File: src/rtl/fast_accel_job_sched_pkg.sv
// Shared types, default widths and helpers for the fast_accel job scheduler.
package fast_accel_sched_pkg;

  typedef enum logic [2:0] {IDLE, START, RUN, RESP, DRAIN} sched_state_t;

  localparam int DEF_NUM_REQ = 4;
  localparam int DEF_ARG_W   = 32;
  localparam int DEF_CNT_W   = 16;
  localparam int DEF_TIMEOUT = 50000;

  function automatic int clog2_min1(input int n);
    return (n <= 1) ? 1 : $clog2(n);
  endfunction

endpackage

File: src/rtl/fast_accel_job_sched_if.sv
// Request, core ap_ctrl_hs and completion-record signals of the job scheduler.
interface fast_accel_job_sched_if
  import fast_accel_sched_pkg::*;
#(
  parameter int NUM_REQ = DEF_NUM_REQ,
  parameter int ARG_W   = DEF_ARG_W,
  parameter int CNT_W   = DEF_CNT_W
);
  localparam int IW = clog2_min1(NUM_REQ);

  logic [NUM_REQ-1:0]       req_valid;
  logic [NUM_REQ*ARG_W-1:0] req_arg;
  logic [NUM_REQ-1:0]       req_ready;
  logic                     core_ap_start;
  logic                     core_ap_ready;
  logic                     core_ap_done;
  logic                     core_ap_idle;
  logic [ARG_W-1:0]         core_arg;
  logic                     resp_valid;
  logic                     resp_ready;
  logic [IW-1:0]            resp_id;
  logic [CNT_W-1:0]         resp_cycles;
  logic                     resp_timeout;
  logic                     busy;
  logic [CNT_W-1:0]         job_count;

  modport master (
    input  req_valid, req_arg, core_ap_ready, core_ap_done, core_ap_idle, resp_ready,
    output req_ready, core_ap_start, core_arg, resp_valid, resp_id, resp_cycles,
           resp_timeout, busy, job_count
  );

  modport slave (
    output req_valid, req_arg, core_ap_ready, core_ap_done, core_ap_idle, resp_ready,
    input  req_ready, core_ap_start, core_arg, resp_valid, resp_id, resp_cycles,
           resp_timeout, busy, job_count
  );

endinterface

File: src/rtl/fast_accel_rr_arb.sv
// Combinational round-robin pick: first request at or above ptr, else lowest overall.
module fast_accel_rr_arb
  import fast_accel_sched_pkg::*;
#(
  parameter int NUM_REQ = DEF_NUM_REQ,
  parameter int IW      = clog2_min1(NUM_REQ)
) (
  input  logic [NUM_REQ-1:0] req,
  input  logic [IW-1:0]      ptr,
  output logic [NUM_REQ-1:0] gnt,
  output logic [IW-1:0]      idx,
  output logic               any
);

  always_comb begin
    gnt = '0;
    idx = '0;
    any = 1'b0;
    for (int i = 0; i < NUM_REQ; i++) begin
      if (!any && req[i] && (i >= int'(ptr))) begin
        gnt[i] = 1'b1;
        idx    = IW'(i);
        any    = 1'b1;
      end
    end
    // wrap-around pass only runs when nothing was found above the pointer
    for (int i = 0; i < NUM_REQ; i++) begin
      if (!any && req[i]) begin
        gnt[i] = 1'b1;
        idx    = IW'(i);
        any    = 1'b1;
      end
    end
  end

endmodule

File: src/rtl/fast_accel_job_sched.sv
// Round-robin job scheduler driving one fast_accel ap_ctrl_hs invocation at a time,
// returning a completion record (id, latency, timeout) that stalls in RESP under backpressure.
module fast_accel_job_sched
  import fast_accel_sched_pkg::*;
#(
  parameter int NUM_REQ = DEF_NUM_REQ,
  parameter int ARG_W   = DEF_ARG_W,
  parameter int CNT_W   = DEF_CNT_W,
  parameter int TIMEOUT = DEF_TIMEOUT
) (
  input logic ap_clk,
  input logic ap_rst_n,
  fast_accel_job_sched_if.master io
);
  localparam int IW = clog2_min1(NUM_REQ);

  sched_state_t      state, state_nxt;
  logic [NUM_REQ-1:0] gnt;
  logic [IW-1:0]     gnt_idx, rr_ptr, cur_id;
  logic              gnt_any;
  logic [ARG_W-1:0]  arg_sel, arg_q;
  logic [CNT_W-1:0]  cnt, cnt_inc, job_cnt;
  logic              to_flag, to_hit, to_set;

  fast_accel_rr_arb #(.NUM_REQ(NUM_REQ), .IW(IW)) u_arb (
    .req (io.req_valid),
    .ptr (rr_ptr),
    .gnt (gnt),
    .idx (gnt_idx),
    .any (gnt_any)
  );

  assign arg_sel = io.req_arg[gnt_idx*ARG_W +: ARG_W];
  assign cnt_inc = (&cnt) ? cnt : cnt + 1'b1;
  assign to_hit  = int'(cnt_inc) >= TIMEOUT;

  always_ff @(posedge ap_clk or negedge ap_rst_n) begin
    if (!ap_rst_n) state <= IDLE;
    else           state <= state_nxt;
  end

  // done sampled together with the timeout threshold counts as a normal completion
  always_comb begin
    state_nxt = state;
    to_set    = 1'b0;
    case (state)
      IDLE:  if (gnt_any) state_nxt = START;
      START: begin
        if (io.core_ap_ready && io.core_ap_done) state_nxt = RESP;
        else if (to_hit) begin
          state_nxt = RESP;
          to_set    = 1'b1;
        end
        else if (io.core_ap_ready) state_nxt = RUN;
      end
      RUN: begin
        if (io.core_ap_done) state_nxt = RESP;
        else if (to_hit) begin
          state_nxt = RESP;
          to_set    = 1'b1;
        end
      end
      RESP:  if (io.resp_ready) state_nxt = to_flag ? DRAIN : IDLE;
      DRAIN: if (io.core_ap_done || io.core_ap_idle) state_nxt = IDLE;
      default: state_nxt = IDLE;
    endcase
  end

  always_comb begin
    io.req_ready     = (state == IDLE) ? gnt : '0;
    io.core_ap_start = (state == START);
    io.resp_valid    = (state == RESP);
    io.busy          = (state != IDLE);
  end

  always_ff @(posedge ap_clk or negedge ap_rst_n) begin
    if (!ap_rst_n) begin
      arg_q   <= '0;
      cur_id  <= '0;
      rr_ptr  <= '0;
      cnt     <= '0;
      to_flag <= 1'b0;
      job_cnt <= '0;
    end else begin
      if (state == IDLE && gnt_any) begin
        arg_q   <= arg_sel;
        cur_id  <= gnt_idx;
        rr_ptr  <= (gnt_idx == IW'(NUM_REQ - 1)) ? '0 : gnt_idx + 1'b1;
        cnt     <= '0;
        to_flag <= 1'b0;
      end
      if (state == START || state == RUN) begin
        cnt <= cnt_inc;
        if (to_set) to_flag <= 1'b1;
      end
      if (state == RESP && io.resp_ready) job_cnt <= job_cnt + 1'b1;
    end
  end

  assign io.core_arg     = arg_q;
  assign io.resp_id      = cur_id;
  assign io.resp_cycles  = cnt;
  assign io.resp_timeout = to_flag;
  assign io.job_count    = job_cnt;

endmodule

File: src/flat_wrapper.sv
// flat-port wrapper written by rule: the top's interface ports become plain ports
module fast_accel_job_sched_flat import fast_accel_sched_pkg::*;
#(
  parameter int NUM_REQ = DEF_NUM_REQ,
  parameter int ARG_W   = DEF_ARG_W,
  parameter int CNT_W   = DEF_CNT_W,
  parameter int TIMEOUT = DEF_TIMEOUT
)
  (ap_clk, ap_rst_n, io_req_valid, io_req_arg, io_core_ap_ready, io_core_ap_done, io_core_ap_idle, io_resp_ready, io_req_ready, io_core_ap_start, io_core_arg, io_resp_valid, io_resp_id, io_resp_cycles, io_resp_timeout, io_busy, io_job_count);
  fast_accel_job_sched_if #(.NUM_REQ(NUM_REQ), .ARG_W(ARG_W), .CNT_W(CNT_W)) io_i ();
  input logic ap_clk;
  input logic ap_rst_n;
  input wire logic [$bits(io_i.req_valid)-1:0] io_req_valid;
  input wire logic [$bits(io_i.req_arg)-1:0] io_req_arg;
  input wire logic [$bits(io_i.core_ap_ready)-1:0] io_core_ap_ready;
  input wire logic [$bits(io_i.core_ap_done)-1:0] io_core_ap_done;
  input wire logic [$bits(io_i.core_ap_idle)-1:0] io_core_ap_idle;
  input wire logic [$bits(io_i.resp_ready)-1:0] io_resp_ready;
  output wire logic [$bits(io_i.req_ready)-1:0] io_req_ready;
  output wire logic [$bits(io_i.core_ap_start)-1:0] io_core_ap_start;
  output wire logic [$bits(io_i.core_arg)-1:0] io_core_arg;
  output wire logic [$bits(io_i.resp_valid)-1:0] io_resp_valid;
  output wire logic [$bits(io_i.resp_id)-1:0] io_resp_id;
  output wire logic [$bits(io_i.resp_cycles)-1:0] io_resp_cycles;
  output wire logic [$bits(io_i.resp_timeout)-1:0] io_resp_timeout;
  output wire logic [$bits(io_i.busy)-1:0] io_busy;
  output wire logic [$bits(io_i.job_count)-1:0] io_job_count;
  assign io_i.req_valid = io_req_valid;
  assign io_i.req_arg = io_req_arg;
  assign io_i.core_ap_ready = io_core_ap_ready;
  assign io_i.core_ap_done = io_core_ap_done;
  assign io_i.core_ap_idle = io_core_ap_idle;
  assign io_i.resp_ready = io_resp_ready;
  assign io_req_ready = io_i.req_ready;
  assign io_core_ap_start = io_i.core_ap_start;
  assign io_core_arg = io_i.core_arg;
  assign io_resp_valid = io_i.resp_valid;
  assign io_resp_id = io_i.resp_id;
  assign io_resp_cycles = io_i.resp_cycles;
  assign io_resp_timeout = io_i.resp_timeout;
  assign io_busy = io_i.busy;
  assign io_job_count = io_i.job_count;
  fast_accel_job_sched #(.NUM_REQ(NUM_REQ), .ARG_W(ARG_W), .CNT_W(CNT_W), .TIMEOUT(TIMEOUT)) u_core (.ap_clk(ap_clk), .ap_rst_n(ap_rst_n), .io(io_i));
endmodule
File: config.mk
export PLATFORM = sky130hd
export DESIGN_NAME = fast_accel_job_sched_flat
export DESIGN_NICKNAME = d
export VERILOG_FILES = /design/src/rtl/fast_accel_job_sched_pkg.sv /design/src/rtl/fast_accel_job_sched_if.sv /design/src/rtl/fast_accel_rr_arb.sv /design/src/rtl/fast_accel_job_sched.sv /design/src/flat_wrapper.sv
export SDC_FILE = /design/constraint.sdc
export NUM_CORES = 1
export LEC_CHECK = 0
export CAP_MARGIN = 5
export CORE_MARGIN = 2
export CORE_UTILIZATION = 35
export DETAILED_ROUTE_END_ITERATION = 10
export DONT_BUFFER_PORTS = 1
export PLACE_DENSITY_LB_ADDON = 0.08
export SLEW_MARGIN = 20
export SYNTH_ARGS = -nofsm -noshare
export SYNTH_HDL_FRONTEND = slang
export SYNTH_HIERARCHICAL = 1
export SYNTH_SLANG_ARGS = --single-unit
File: constraint.sdc
create_clock -name ap_clk -period 3.55 [get_ports ap_clk]
set_input_delay 0.71 -clock ap_clk [delete_from_list [all_inputs] [get_ports ap_clk]]
set_output_delay 0.71 -clock ap_clk [all_outputs]
set_load 0.005 [all_outputs]
---- After elaboration in Yosys (flattened, before gate mapping) ----
Index checks and enable logic that the tools add are counted.
storage, ports and cells
  logic and storage cells ................. 96
  register bits after elaboration ......... 72
  output and inout bits ................... 74
cells by class
  order comparisons ....................... 4
  reductions and logical operators ........ 27
  add/subtract/negate cells ............... 3
  shifts and indexed selects .............. 1
  multiplexer cells ....................... 44
  equal/unequal tests ..................... 10
operators by type and width
  operator                                            number
  variable part select 128 x 8 -> 32 bit              1
  2-to-1 mux 16 bit                                   3
  adder 16 x 1 -> 16 bit, second input constant       2
  2-to-1 mux 3 bit                                    9
  2-to-1 mux 1 bit                                    22
  >= comparator 16 bit, second input constant         1
  AND reduction 16 bit                                1
  case mux 3 bit (5 select lines)                     1
  2-to-1 mux 2 bit                                    7
  logical AND 1 bit                                   13
  zero test 1 bit                                     7
  == test 3 x 2 -> 1 bit, second input constant       2
  AND reduction 5 bit                                 1
  >= comparator 1 x 2 -> 1 bit, first input constant  2
  2-to-1 mux 4 bit                                    1
  != test 2 x 1 -> 1 bit, second input constant       2
  != test 4 x 2 -> 1 bit, second input constant       1
  == test 3 x 1 -> 1 bit, second input constant       1
  == test 3 bit, second input constant                1
  zero test 3 bit                                     1
  != test 3 x 2 -> 1 bit, second input constant       1
  nonzero test 3 bit                                  1
  adder 2 x 1 -> 2 bit, second input constant         1
  == test 2 bit, second input constant                1
  other kinds (5)                                     6

---- Logic depth before layout (Yosys ltp) ----
  word-level depth ........................ 30
  mapped depth ............................ 9

---- Hierarchy ----
Netlist, hierarchy kept.
modules (own cells, without submodules)
  module                sequential area each (sq um)  instances  area each (sq um)  cells each
  fast_accel_job_sched  1,801.7                       1          4,264.1            443
  fast_accel_rr_arb     0.0                           1          222.7              33

---- Worst setup path before layout ----
No wires, ideal clock.
  kind .................................... input port to flip-flop
  start ................................... input port io_req_valid[3]
  end ..................................... register u_core.arg_q[0] (netlist: u_core/io.core_arg[0])
  setup slack ............................. 665 ps
  setup time .............................. 117 ps
  stages .................................. 8
  buffers on the path ..................... 3
  data required time ...................... 3,433 ps
  arrival ................................. 2,768 ps
  path through ............................ buf_4 mux2i_1 a221oi_2 clkbuf_1 buf_1 mux4_2 nand2_1 nand2_1
between the ends
  cells in the longest elaborated chain, start to end .. 15
  elaborated cells on any way between the ends .. 21
RTL lines
  what                                        line                        source
  start: declaration                          flat_wrapper.sv:13          input wire logic [$bits(io_i.req_valid)-1:0] io_req_valid;
  logical AND 1 bit                           fast_accel_rr_arb.sv:20     if (!any && req[i] && (i >= int'(ptr))) begin
  2-to-1 mux 1 bit                            fast_accel_rr_arb.sv:20
  zero test 1 bit                             fast_accel_rr_arb.sv:28     if (!any && req[i]) begin
  logical AND 1 bit                           fast_accel_rr_arb.sv:28
  2-to-1 mux 1 bit                            fast_accel_rr_arb.sv:28
  zero test 1 bit                             fast_accel_rr_arb.sv:28
  logical AND 1 bit                           fast_accel_rr_arb.sv:28
  2-to-1 mux 1 bit                            fast_accel_rr_arb.sv:28
  zero test 1 bit                             fast_accel_rr_arb.sv:28
  logical AND 1 bit                           fast_accel_rr_arb.sv:28
  2-to-1 mux 1 bit                            fast_accel_rr_arb.sv:28
  zero test 1 bit                             fast_accel_rr_arb.sv:28
  logical AND 1 bit                           fast_accel_rr_arb.sv:28
  2-to-1 mux 2 bit (*)                        fast_accel_rr_arb.sv:28
  named net u_core.gnt_idx[0]                 fast_accel_job_sched.sv:19  logic [IW-1:0] gnt_idx, rr_ptr, cur_id;
  variable part select 128 x 8 -> 32 bit (*)  fast_accel_job_sched.sv:33  assign arg_sel = io.req_arg[gnt_idx*ARG_W +: ARG_W];
  end signal: assignment                      fast_accel_job_sched.sv:86  arg_q <= arg_sel;
  end: declaration                            fast_accel_job_sched.sv:21  logic [ARG_W-1:0] arg_sel, arg_q;
Mark *: on every way through the listed nets, which the timed path passes. The rest lies on a longest branch.
A chain may end at the register's enable or synchronous reset.

---- Worst setup path after layout ----
  start ................................... register u_core.cnt[0] (netlist: u_core/io.resp_cycles[0])
  end ..................................... register u_core.state[1]
between the ends
  cells in the longest elaborated chain, start to end .. 6
  elaborated cells on any way between the ends .. 10
RTL lines
  what                                                            line                        source
  start: declaration                                              fast_accel_job_sched.sv:22  logic [CNT_W-1:0] cnt, cnt_inc, job_cnt;
  start signal: assignment                                        fast_accel_job_sched.sv:93  cnt <= cnt_inc;
  adder 16 x 1 -> 16 bit or AND reduction 16 bit (tied branches)  fast_accel_job_sched.sv:34  assign cnt_inc = (&cnt) ? cnt : cnt + 1'b1;
  2-to-1 mux 16 bit (*)                                           fast_accel_job_sched.sv:34
  >= comparator 16 bit (*)                                        fast_accel_job_sched.sv:35  assign to_hit = int'(cnt_inc) >= TIMEOUT;
  2-to-1 mux 3 bit                                                fast_accel_job_sched.sv:50  else if (to_hit) begin
  2-to-1 mux 3 bit                                                fast_accel_job_sched.sv:49  if (io.core_ap_ready && io.core_ap_done) state_nxt = RESP;
  case mux 3 bit (5 select lines)                                 fast_accel_job_sched.sv:46  case (state)
  end signal: assignment                                          fast_accel_job_sched.sv:39  else state <= state_nxt;
  end: declaration                                                fast_accel_job_sched.sv:17  sched_state_t state, state_nxt;
Mark *: on every way between the ends. The rest lies on a longest branch, timed or not.

==> reports/qor.txt <==
========================================================================================
CTS tree                                                                           built
Most frequent cells in the layout                                           nand2_1, dfrtp_1, mux4_2
Clock period minus worst slack                                                   2.72 ns
Largest net degree at the start of global routing                                     73
Full die area                                                                  13700 µm²
Final design area excluding fillers                                             4920 µm²
Horizontal extent of the die                                                      117 µm
Setup TNS                                                                           0 ns
Final setup violation count                                                            0
Grt total ovfl                                                                         0
Adder-Cell Fraction of Synth Area                                                0.00837
Minimum setup slack after placement                                             0.846 ns
Final cell count without fillers                                                     635
Post-CTS repair timing setup buffer count                                              0
Initial Utilization                                                                0.357
Num ports                                                                            212
Netlist cell types                                                                    56
Largest buffer count on any clock path                                                 2
Number of vias per cell after detailed routing                                      5.53
Global placement routability congestion                                            0.882
Worst endpoint required time                                                     3.77 ns
Average wire per cell in the routed design                                       20.6 µm
Number of synthesized register bits                                                   72
Cells traversed along the worst timing path                                 ha_1 > nand4_1 > or4_4 > a311oi_1 > o31a_2 > o2111ai_1 > and3_1 > a211o_1
Total buffers and inverters traversed by the critical path                             0
Portion of the clock cycle consumed by the worst path in the final layout          0.766
Hold-fix buffer count after cts                                                        0
Iteration-0 DRC count of the detailed router                                         252
Final hold slack                                                               0.0673 ns
Count of cells resized by post-cts repair                                              0
Remaining routing DRC violations                                                       0
Proportion of layout cells with a drive suffix above 1                             0.139
Highest clock frequency the design can meet                                      368 MHz
Vias in the first global route                                                      3474
Slew of the pin with the lowest slew margin                                     0.700 ns
Worst-path cell with the longest stage delay                                       or4_4
Share of the synthesized area in compound gates (AO/OA/AOI/OAI)                    0.108
HPWL after detailed placement                                                    9630 µm
Endpoint type of the worst setup path                                          flip-flop
TritonCTS sink count                                                                  72
Worst-path clk slew                                                              0.06 ns
Max FO, Critical Path                                                                 12
Total count of max-transition violations in the final report                           0
Clock Skew                                                                    0.00558 ns
Mapped Nets                                                                          617
Antenna violations before repair                                                       1
Number of warnings printed during yosys synthesis                                      6
PD cells                                                                      741 nW/µm²
XOR/XNOR share of the synthesized area                                            0.0293
Post-synthesis instance area                                                    4490 µm²
Normalized max-slew margin                                                         0.532
Longest individual stage delay on the worst path                                 0.62 ns
Commonest non-fill, non-tap cell in the layout                                   nand2_1
H-tree depth                                                                           3
Area Growth Syn to Fin                                                             9.59%
Share of Yosys cell area claimed by the top area cell type                         0.402
Total routing resource utilization after global routing                            0.191
Post-synth EDFFs                                                                       0
Instance area at placement                                                      4610 µm²
Std-Cell Core Area                                                             12600 µm²
Library cell occupying the most area in the post-synthesis netlist               dfrtp_1
TritonCTS buffer count                                                                 9
Maximum capacitance violations                                                         0
Static Leak                                                                   0.00211 µW
Area fraction in and, or, nand and nor cells after synthesis                       0.240
Die height                                                                        117 µm
Setup repair after global routing missed its margin                                   no
Peak ir drop on the vdd network                                                 0.247 mV
Dominant register cell in the synthesized netlist                                dfrtp_1
Status                                                                      finished, final reports clean
Startpoint Class                                                               flip-flop
Endpoints failing hold                                                                 0
Worst endpoint data arrival time                                                 2.94 ns
Root buf cell                                                                  clkbuf_16
Kind of path behind the tightest hold check                                 primary input to async pin
Site row count                                                                        41
Post-synthesis sequential area ratio                                               0.402
Via total after detailed routing                                                    3511
Antenna viol nets, final                                                               0
Post-Synthesis Mean Instance Area                                               9.43 µm²
TritonRoute pass-1 iters                                                               4
Number of instances in the placed design                                             618
Largest cells by area after synthesis                                       dfrtp_1, mux4_2, nand2_1
Largest delay contributor family on the critical path                       simple AND/OR/NAND/NOR gates
Worst setup margin                                                              0.832 ns
Dominant combinational cell family by area after synthesis                  simple AND/OR/NAND/NOR gates
Class of the most critical setup path                                       flip-flop to flip-flop
Routed wire length                                                              13100 µm
Async S/R FF share, synth                                                           1.00
Nets                                                                                 598
Number of buffers inserted by port buffering                                           0
Wire length of the first global-routing pass                                    19800 µm
Mapped Cells                                                                         476
Latest clock arrival within the worst-skew pair                                  0.34 ns
Mux cell area share after synthesis                                                0.174
========================================================================================
report_power, final:
| part | leakage [µW] | switching, µW | total [µW] | internal (µW) |
|---|---|---|---|---|
| Combinational | 0.00103 | 749 | 1320 | 567 |
| Clock | 0.000145 | 370 | 936 | 566 |
| Sequential | 0.000935 | 314 | 1390 | 1080 |
| Total | 0.00211 | 1430 | 3640 | 2210 |
cell usage after synthesis (all sizes together), types with 3 or more instances:
cell type / n
a221oi: 3
nand4: 10
a21oi: 13
nor2b: 3
xnor2: 11
nor4: 3
and3: 10
a211oi: 3
o21ai: 20
nand2: 138
xor2: 4
clkbuf: 24
nand2b: 6
and2: 9
nor3: 5
a31oi: 6
nor2: 28
buf: 10
o31ai: 3
ha: 3
dfrtp: 72
mux4: 32
and4: 4
nand3: 15
inv: 5
mux2i: 5
final timing paths:
path	start	end	slack [ns]	depth (start not counted)
worst max-delay path	u_core/io.resp_cycles[0]	u_core/state[1]	0.83	8
worst min-delay path	ap_rst_n	u_core/state[2]	0.07	0
worst max register to register	u_core/io.resp_cycles[0]	u_core/state[1]	0.83	8
worst min register to register	u_core/io.core_arg[0]	u_core/io.core_arg[0]	0.51	2
max in group asynchronous	ap_rst_n	u_core/io.core_arg[8]	3.35	0
min in group ap_clk	u_core/io.core_arg[0]	u_core/io.core_arg[0]	0.51	2
routing by layer:
| layer | up-vias | track usage | part of all wire |
|---|---|---|---|
| met5 | - | 0 | 0 |
| met4 | 0 | 0.0573 | 0.013 |
| met3 | 13 | 0.0721 | 0.088 |
| met2 | 147 | 0.305 | 0.50 |
| met1 | 1688 | 0.240 | 0.40 |
| li1 | 1663 | - | - |
flip-flops by register name, indices dropped and copies added (netlist names):
register	cells
u_core/io.core_arg	32
u_core/io.job_count	16
u_core/io.resp_cycles	16
u_core/io.resp_id	2
u_core/io.resp_timeout	1
u_core/rr_ptr	2
u_core/state	3
cells by family (layout without fill, tap and decap cells):
logic type	Yosys count	count (layout)
muxes	38	38
DFF	72	72
adders and majority gates	3	3
buffers and inverters	39	25
AOI/OAI and AO/OA	72	72
xor gates and xnor gates	15	15
and+or+nand+nor	237	237
other	0	1
per-stage QoR:
stage / total power [µW] / util
after CTS: 3690 / 0.391
after global placement: 2720 / 0.367
final: 3640 / 0.391
after floorplan: 2400 / -
after detailed placement: 2740 / 0.367
after global routing: 3920 / 0.391
final cells by class:
class / instances / area, µm²
fill: 1246 / 7650
multi-input combinational: 365 / 2540
antenna: 1 / 2.50
timing repair buffer: 4 / 30.0
inverter: 5 / 18.8
clock inverter: 6 / 67.6
sequential: 72 / 1800
tap: 172 / 215
clock buffer: 10 / 239
worst register-to-register path: cells and delay by family, from the launching register on:
kind,cells,cell delay [ns]
and+or+nand+nor,3,0.97
AOI/OAI and AO/OA,4,0.89
DFF,1,0.48
adders and majority gates,1,0.26
No activity file was read; power rests on OpenSTA's default activity.
